==> src/rtl/up_dn_pkg.sv <==
// Shared types and default sizing for the up/down counter command front end.
package up_dn_pkg;

    localparam int unsigned CNT_WIDTH      = 5;
    localparam int unsigned DB_CYCLES_DEF  = 16;
    localparam int unsigned RPT_DELAY_DEF  = 64;
    localparam int unsigned RPT_PERIOD_DEF = 8;

    typedef enum logic [1:0] {IDLE, HOLD_WAIT, REPEAT} cmd_state_t;
    typedef enum logic {DIR_UP, DIR_DN} dir_t;

    function automatic int unsigned max_u(input int unsigned a, input int unsigned b);
        return (a > b) ? a : b;
    endfunction

endpackage

==> src/rtl/btn_debounce.sv <==
// One push-button input path: 2-FF synchroniser, stability counter and rising-edge detect
// on the debounced level.
module btn_debounce #(
    parameter int unsigned DB_CYCLES = 16
) (
    input  logic CLK,
    input  logic rst_n,
    input  logic btn_i,
    output logic level_o,
    output logic rise_o
);

    localparam int unsigned   DW      = $clog2(DB_CYCLES + 1);
    localparam logic [DW-1:0] DB_LAST = DW'(DB_CYCLES);

    logic          sync1_q;
    logic          sync2_q;
    logic          level_q;
    logic          level_d;
    logic          level_prev_q;
    logic [DW-1:0] cnt_q;
    logic [DW-1:0] cnt_d;

    // Counter runs only while the synchronised input disagrees with the debounced level.
    always_comb begin
        level_d = level_q;
        cnt_d   = '0;
        if (sync2_q != level_q) begin
            if (cnt_q == DB_LAST) begin
                level_d = ~level_q;
            end else begin
                cnt_d = cnt_q + DW'(1);
            end
        end
    end

    always_ff @(posedge CLK or negedge rst_n) begin
        if (!rst_n) begin
            sync1_q      <= 1'b0;
            sync2_q      <= 1'b0;
            level_q      <= 1'b0;
            level_prev_q <= 1'b0;
            cnt_q        <= '0;
        end else begin
            sync1_q      <= btn_i;
            sync2_q      <= sync1_q;
            level_q      <= level_d;
            level_prev_q <= level_q;
            cnt_q        <= cnt_d;
        end
    end

    assign level_o = level_q;
    assign rise_o  = level_q & ~level_prev_q;

endmodule

==> src/rtl/up_dn_cmd_ctrl.sv <==
// Turns raw up/down/load buttons into single-cycle counter commands with auto-repeat
// and High/Low limit gating. Priority load > Down > Up.
module up_dn_cmd_ctrl
    import up_dn_pkg::*;
#(
    parameter int unsigned WIDTH      = CNT_WIDTH,
    parameter int unsigned DB_CYCLES  = DB_CYCLES_DEF,
    parameter int unsigned RPT_DELAY  = RPT_DELAY_DEF,
    parameter int unsigned RPT_PERIOD = RPT_PERIOD_DEF
) (
    input  logic             CLK,
    input  logic             rst_n,
    input  logic             btn_up,
    input  logic             btn_down,
    input  logic             btn_load,
    input  logic [WIDTH-1:0] sw_val,
    input  logic             High,
    input  logic             Low,
    output logic             load,
    output logic             Up,
    output logic             Down,
    output logic [WIDTH-1:0] IN
);

    localparam int unsigned   RW          = $clog2(max_u(RPT_DELAY, RPT_PERIOD) + 1);
    localparam logic [RW-1:0] DELAY_LAST  = RW'((RPT_DELAY > 0) ? RPT_DELAY - 1 : 0);
    localparam logic [RW-1:0] PERIOD_LAST = RW'(RPT_PERIOD - 1);

    logic up_lvl, up_rise;
    logic dn_lvl, dn_rise;
    logic ld_rise;
    logic unused_ld_lvl;

    cmd_state_t       state_q, state_d;
    dir_t             dir_q, dir_d;
    logic [RW-1:0]    rpt_cnt_q, rpt_cnt_d;
    logic             load_q, load_d;
    logic             up_q, up_d;
    logic             dn_q, dn_d;
    logic [WIDTH-1:0] in_q, in_d;
    logic             fire;
    logic             dir_lvl;

    btn_debounce #(
        .DB_CYCLES (DB_CYCLES)
    ) u_db_up (
        .CLK     (CLK),
        .rst_n   (rst_n),
        .btn_i   (btn_up),
        .level_o (up_lvl),
        .rise_o  (up_rise)
    );

    btn_debounce #(
        .DB_CYCLES (DB_CYCLES)
    ) u_db_dn (
        .CLK     (CLK),
        .rst_n   (rst_n),
        .btn_i   (btn_down),
        .level_o (dn_lvl),
        .rise_o  (dn_rise)
    );

    btn_debounce #(
        .DB_CYCLES (DB_CYCLES)
    ) u_db_ld (
        .CLK     (CLK),
        .rst_n   (rst_n),
        .btn_i   (btn_load),
        .level_o (unused_ld_lvl),
        .rise_o  (ld_rise)
    );

    assign dir_lvl = (dir_q == DIR_UP) ? up_lvl : dn_lvl;

    always_comb begin
        state_d   = state_q;
        dir_d     = dir_q;
        rpt_cnt_d = rpt_cnt_q;
        in_d      = in_q;
        load_d    = 1'b0;
        fire      = 1'b0;

        if (ld_rise) begin
            load_d    = 1'b1;
            in_d      = sw_val;
            state_d   = IDLE;
            rpt_cnt_d = '0;
        end else if (up_lvl && dn_lvl) begin
            // Conflict: drop to IDLE and wait for a fresh press.
            state_d   = IDLE;
            rpt_cnt_d = '0;
        end else begin
            unique case (state_q)
                IDLE: begin
                    if (dn_rise) begin
                        fire      = 1'b1;
                        dir_d     = DIR_DN;
                        rpt_cnt_d = '0;
                        state_d   = HOLD_WAIT;
                    end else if (up_rise) begin
                        fire      = 1'b1;
                        dir_d     = DIR_UP;
                        rpt_cnt_d = '0;
                        state_d   = HOLD_WAIT;
                    end
                end
                HOLD_WAIT: begin
                    if (!dir_lvl) begin
                        state_d   = IDLE;
                        rpt_cnt_d = '0;
                    end else if (RPT_DELAY != 0) begin
                        if (rpt_cnt_q == DELAY_LAST) begin
                            fire      = 1'b1;
                            rpt_cnt_d = '0;
                            state_d   = REPEAT;
                        end else begin
                            rpt_cnt_d = rpt_cnt_q + RW'(1);
                        end
                    end
                end
                REPEAT: begin
                    if (!dir_lvl) begin
                        state_d   = IDLE;
                        rpt_cnt_d = '0;
                    end else if (rpt_cnt_q == PERIOD_LAST) begin
                        fire      = 1'b1;
                        rpt_cnt_d = '0;
                    end else begin
                        rpt_cnt_d = rpt_cnt_q + RW'(1);
                    end
                end
                default: begin
                    state_d   = IDLE;
                    rpt_cnt_d = '0;
                end
            endcase
        end

        // Limit flags only mask the pulse; the FSM timing carries on regardless.
        up_d = fire && (dir_d == DIR_UP) && !High;
        dn_d = fire && (dir_d == DIR_DN) && !Low;
    end

    always_ff @(posedge CLK or negedge rst_n) begin
        if (!rst_n) begin
            state_q   <= IDLE;
            dir_q     <= DIR_UP;
            rpt_cnt_q <= '0;
            load_q    <= 1'b0;
            up_q      <= 1'b0;
            dn_q      <= 1'b0;
            in_q      <= '0;
        end else begin
            state_q   <= state_d;
            dir_q     <= dir_d;
            rpt_cnt_q <= rpt_cnt_d;
            load_q    <= load_d;
            up_q      <= up_d;
            dn_q      <= dn_d;
            in_q      <= in_d;
        end
    end

    assign load = load_q;
    assign Up   = up_q;
    assign Down = dn_q;
    assign IN   = in_q;

endmodule

==> config.mk <==
export PLATFORM = sky130hd
export DESIGN_NAME = up_dn_cmd_ctrl
export DESIGN_NICKNAME = d
export VERILOG_FILES = /design/src/rtl/up_dn_pkg.sv /design/src/rtl/btn_debounce.sv /design/src/rtl/up_dn_cmd_ctrl.sv
export SDC_FILE = /design/constraint.sdc
export NUM_CORES = 1
export LEC_CHECK = 0
export BUFFER_PORTS_ARGS = -buffer_cell sky130_fd_sc_hd__buf_2
export CAP_MARGIN = 20
export CORE_ASPECT_RATIO = 0.7
export CORE_MARGIN = 5
export CORE_UTILIZATION = 35
export CTS_BUF_LIST = sky130_fd_sc_hd__clkbuf_4 sky130_fd_sc_hd__clkbuf_8
export CTS_CLUSTER_SIZE = 25
export DETAILED_ROUTE_END_ITERATION = 8
export PLACE_DENSITY_LB_ADDON = 0.25
export SLEW_MARGIN = 20
export SYNTH_ARGS = -nofsm -noshare
export SYNTH_HDL_FRONTEND = slang
export SYNTH_SLANG_ARGS = --single-unit
==> constraint.sdc <==
create_clock -name CLK -period 2.3 [get_ports CLK]
set_clock_uncertainty 0.15 [all_clocks]
set_input_delay 0.345 -clock CLK [delete_from_list [all_inputs] [get_ports CLK]]
set_output_delay 0.345 -clock CLK [all_outputs]
set_load 0.01 [all_outputs]
# == Word-level counts from Yosys, hierarchy flattened ==
# Index checks and enable logic that the tools add are counted.
# classes
n_mux,39
addsub,4
eq_ne,13
reduce_logical,12
n_bitwise,10
# ops
operator,count
2-to-1 mux 7 bit,8
2-to-1 mux 5 bit,6
one-hot mux 7 bit (3 select lines),1
adder 5 x 1 -> 5 bit (second input constant),3
== test 5 bit (second input constant),3
2-to-1 mux 1 bit,15
2-to-1 mux 2 bit,7
adder 7 x 1 -> 7 bit (second input constant),1
== test 7 x 3 -> 1 bit (second input constant),1
== test 7 x 6 -> 1 bit (second input constant),1
inverter 1 bit,7
one-hot mux 2 bit (3 select lines),1
AND reduction 2 bit,3
logical AND 1 bit,5
inequality test 5 x 4 -> 1 bit (second input constant),1
inequality test 5 bit (second input constant),1
inequality test 4 bit (second input constant),1
bitwise AND 1 bit,3
inequality test 1 bit,3
one-hot mux 1 bit (3 select lines),1
AND reduction 3 bit,1
== test 2 x 1 -> 1 bit (second input constant),1
== test 2 bit (second input constant),1
logical NOT 1 bit,2
logical NOT 2 bit,1
# totals
ff_bits,45
wordCells,100
output_inout_bits,8
in_bits,12

# == Longest topological paths before layout ==
# logic_depth
ltp_word,10
ltp_mapped,7
depth_no_buf,7

# == Hierarchy ==
# A second synthesis with hierarchy kept.
# hier_totals
hier_cells,182
hier_area_um2,2084.5
# by_module_without_submodules
module,area_per_inst_um2,seq_area_each_um2,instances,cells_each
btn_debounce,360.3,225.2,3,29
up_dn_cmd_ctrl,1003.5,450.4,1,95

# == Worst setup path after synthesis ==
# Ideal clock, no wire load.
# synth_timing
path_type,flip-flop to flip-flop
startpoint,"register u_db_dn.level_q, in the netlist u_db_dn.level_o"
endpoint,register rpt_cnt_q[3]
t_arrival_ns,1.921
setup_ns,0.069
slack_ns,0.161
path_stages_with_launch,7
n_path_buf,1
t_required_ns,2.081
period_less_slack_ns,2.139
path_cell_list,dfrtp_1 -> buf_6 -> or3b_4 -> a211o_1 -> a21o_1 -> or4_1 -> nand3_1
# synth_via
elab_chain_cells,5
word_cells_on_any_way,10
cone_classes,eq/ne (1); mux (7); bitwise (1); reduce/logical (1)
# synth_rtl
element,line_no,source
"start, declared",btn_debounce.sv:18,logic level_q;
"start signal, assigned",btn_debounce.sv:47,level_q <= level_d;
2-to-1 mux 1 bit or bitwise AND 1 bit (tied branches),"up_dn_cmd_ctrl.sv:74, btn_debounce.sv:54",
2-to-1 mux 7 bit (on tied branches),"up_dn_cmd_ctrl.sv:123, up_dn_cmd_ctrl.sv:96, up_dn_cmd_ctrl.sv:109",
one-hot mux 7 bit (3 select lines),up_dn_cmd_ctrl.sv:94,unique case (state_q)
2-to-1 mux 7 bit,up_dn_cmd_ctrl.sv:89,end else if (up_lvl && dn_lvl) begin
2-to-1 mux 7 bit,up_dn_cmd_ctrl.sv:84,if (ld_rise) begin
"end signal, assigned",up_dn_cmd_ctrl.sv:157,rpt_cnt_q <= rpt_cnt_d;
"end, declared",up_dn_cmd_ctrl.sv:36,"logic [RW-1:0] rpt_cnt_q, rpt_cnt_d;"
# Several ways; a longest one is shown, not always the timed one.
# A chain may end at the register's enable or synchronous reset.

# == Worst setup path after layout ==
# layout_timing
startpoint,register dir_q
endpoint,register rpt_cnt_q[4]
# layout_via
elab_chain_cells,5
word_cells_on_any_way,6
cone_classes,mux (6)
# layout_rtl
element,line_no,source
"start, declared",up_dn_cmd_ctrl.sv:35,"dir_t dir_q, dir_d;"
"start signal, assigned",up_dn_cmd_ctrl.sv:156,dir_q <= dir_d;
2-to-1 mux 1 bit (*),up_dn_cmd_ctrl.sv:74,assign dir_lvl = (dir_q == DIR_UP) ? up_lvl : dn_lvl;
2-to-1 mux 7 bit (on tied branches),"up_dn_cmd_ctrl.sv:123, up_dn_cmd_ctrl.sv:109",
one-hot mux 7 bit (3 select lines) (*),up_dn_cmd_ctrl.sv:94,
2-to-1 mux 7 bit (*),up_dn_cmd_ctrl.sv:89,
2-to-1 mux 7 bit (*),up_dn_cmd_ctrl.sv:84,
# Every way passes the cells marked *; elsewhere a longest branch is shown, timed or not.

==> run_results.csv <==
group,metric,value,unit
run_status,outcome,"finished, final reports clean",
floorplan,rows,23,
yosys,synthTopCellsByArea,"dfrtp_1 54%, ha_1 7.1%, mux2_2 4.3%, nand3_1 3.6%, xor2_1 3.3%",
detailed_routing,dr.pass1.iters,4,
cells_and_area,fin_util,42.5,%
yosys,netlist_instances,188,
yosys,ys_async_sr_fraction,100,%
detailed_routing,postRouteAntennaNets,0,
cells_and_area,n_antenna_cell,0,
yosys,ys_seq_elements,45,
grt,grt_pass1_wl,6330,µm
floorplan,ios,20,
sta,final_max_slew_viol_count,0,
floorplan,dieWidth,103,µm
place,hpwl,2550,µm
power_and_ir_drop,power_switching,0.442,mW
clocking,cts_root_buf,"clkbuf_8",
yosys,synth_top_cell_by_area,"dfrtp_1",
cells_and_area,mostFrequentLayoutCells,"45 x dfrtp_1, 19 x buf_2, 15 x nand3_1",
power_and_ir_drop,comb_power_share,17.2,%
grt,grt_pass1_vias,1363,
detailed_routing,postRouteWirelength,3640,µm
yosys,syn_area,2100,µm²
power_and_ir_drop,p_seq_share,52.0,%
yosys,ys_warn_count,0,
power_and_ir_drop,ir_drop,0.284,mV
grt,grt_usage,10.6,%
sta,rsz0062_at_grt,"false",
critical_path,r2r-start,"dir_q",
sta,tightestPinTransition,0.560,ns
yosys,syn_nets,212,
power_and_ir_drop,p_int,1.17,mW
min_path,min_path_type,"in -> reg",
power_and_ir_drop,pwr-share-clk,30.8,%
yosys,synth_top_area_share,53.6,%
clocking,clk_path_buf_depth,2,
critical_path,cp_max_fo,5,
critical_path,start_kind,"flip-flop",
grt,overflow,0,
min_path,hp-start,"Low",
clocking,numCtsBuffers,5,
clocking,clock_sinks,45,
critical_path,critical_path_arrival,2.22,ns
detailed_routing,post_drt_via_cell_ratio,4.73,
clocking,h-tree-depth,2,
floorplan,initial_utilization,36.3,%
yosys,ys_seq_area_share,53.6,%
critical_path,cp.required,2.38,ns
yosys,synthFlopType,"dfrtp_1",
yosys,synth.distinct_cells,41,
sta,max_freq,467,MHz
clocking,insertion_delay,0.29,ns
critical_path,cp-startpoint,"dir_q",
power_and_ir_drop,p_per_area,655,nW/µm²
clocking,cts.clk_slew.worst_paths,0.08,ns
detailed_routing,drt_iter0_markers,39,
detailed_routing,drc,0,
cells_and_area,final_nets,247,
critical_path,r2r_setup_slack,0.16,ns
yosys,synth_edf_count,0,
sta,period_share,93.1,%
place,place_ws,0.153,ns
cells_and_area,final_common_cell,"dfrtp_1",
floorplan,core,5780,µm²
critical_path,crit_type,"reg -> reg",
floorplan,chipHeight,74.8,µm
sta,min_period,2.14,ns
sta,relSlewSlack,62.6,%
cells_and_area,area_growth_syn_to_layout,17.2,%
critical_path,end_kind,"flip-flop",
clocking,post_cts_resized,0,
place,gp_congestion,0.808,
yosys,syn_area_per_cell,11.2,µm²
power_and_ir_drop,finalPower,1.61,mW
sta,final.setup.worst_slack,0.160,ns
power_and_ir_drop,p_sw_share,27.4,%
floorplan,dieArea,7680,µm²
cells_and_area,drive_gt1_share,21.4,%
grt,grt_max_degree,46,
detailed_routing,vias,1413,
sta,hold_viol,0,
sta,fin_setup_tns,0,ns
job,max_cap_violations,0,
place,io_buffers,19,
grt,antenna_found_initial,0,
sta,setup_viol_count_final,0,
detailed_routing,wire_per_inst,12.2,µm
clocking,cts_tree,"built",
power_and_ir_drop,p_leak,1.19,nW
[routing by layer]
layer | vias up | routed length [µm] | global-route usage (%)
li1 | 719 | - | -
met3 | 5 | 182 | 3.33
met5 | - | 0 | 0
met2 | 26 | 1480 | 15.6
met4 | 0 | 40 | 3.49
met1 | 663 | 1940 | 15.0
[power groups by stage]
stage          Combinational [mW]  Sequential (mW)  Clock [mW]
2_1_floorplan               0.168            0.855           0
3_3_place_gp                0.253            0.858           0
3_5_place_dp                0.248            0.859           0
4_1_cts                     0.257            0.844       0.524
5_1_grt                     0.311            0.843       0.570
6_report                    0.277            0.838       0.497
[synth_stat cells, types with 3 or more instances]
master and n:
inv_1 11, xor2_1 8, xnor2_1 4, nand2_1 14
nand2b_1 4, or2_2 3, dfrtp_1 45, or4_1 3
nor2_1 14, mux2_2 8, nand3b_1 3, nor3_1 3
a21oi_1 5, ha_1 12, nand3_1 15, o21ai_0 4
[metrics by stage]
step           hold slack [ns]  area (µm²)  instances
4_1_cts                 0.0485        2450        297
3_5_place_dp             0.186        2310        285
6_report                0.0542        2460        299
3_3_place_gp             0.183        2310        285
2_1_floorplan           -0.101        2100        188
5_1_grt                 0.0484        2460        299
[final timing paths]
path                                    endpoint  cells after the start
worst max-delay path                rpt_cnt_q[4]                      5
worst min-delay path                        Down                      2
worst max register to register      rpt_cnt_q[4]                      5
worst min register to register   u_db_ld.sync2_q                      0
max in group asynchronous                   load                      3
min in group asynchronous       u_db_up.cnt_q[0]                      3
[final cells by class]
| cell class | instances | area (µm²) |
|---|---|---|
| inverter | 11 | 41.3 |
| multi-input combinational | 128 | 906 |
| clock buffer | 7 | 83.8 |
| timing repair buffer | 32 | 203 |
| sequential | 45 | 1130 |
| clock inverter | 1 | 7.51 |
| fill | 555 | 3320 |
| tap | 75 | 93.8 |
[cell families after synthesis]
logic type               share of synthesized area [%]
multiplexers                                      5.24
AND/OR/NAND/NOR                                   18.0
flip-flops                                        53.6
adder cells (fa/ha/maj)                           7.15
XOR/XNOR                                          5.00
AO/OA/AOI/OAI                                     7.74
buffers and inverters                             3.28
[critical path, stage by stage, from the launching register on]
cell and delay, ns:
dfrtp_1 0.42, or3b_4 0.39, a211o_1 0.36, a21o_1 0.19
or4_1 0.47, nand3_1 0.09
[what timing repair did]
| item | 4_1_cts | 5_1_grt |
|---|---|---|
| buffers inserted | 0 | 2 |
| hold endpoints to repair | 28 | 0 |
| hold buffers | 4 | 0 |
| setup endpoints to repair | 0 | 1 |
[state kept, by name, indices dropped and copies added (netlist names)]
signal and flops:
Down 1, IN 5, Up 1, dir_q 1, load 1, rpt_cnt_q 7, state_q 2, u_db_dn.cnt_q 5
u_db_dn.level_o 1, u_db_dn.level_prev_q 1, u_db_dn.sync1_q 1, u_db_dn.sync2_q 1, u_db_ld.cnt_q 5, u_db_ld.level_o 1, u_db_ld.level_prev_q 1, u_db_ld.sync1_q 1
u_db_ld.sync2_q 1, u_db_up.cnt_q 5, u_db_up.level_o 1, u_db_up.level_prev_q 1, u_db_up.sync1_q 1, u_db_up.sync2_q 1
No activity file was read; power rests on OpenSTA's default activity.
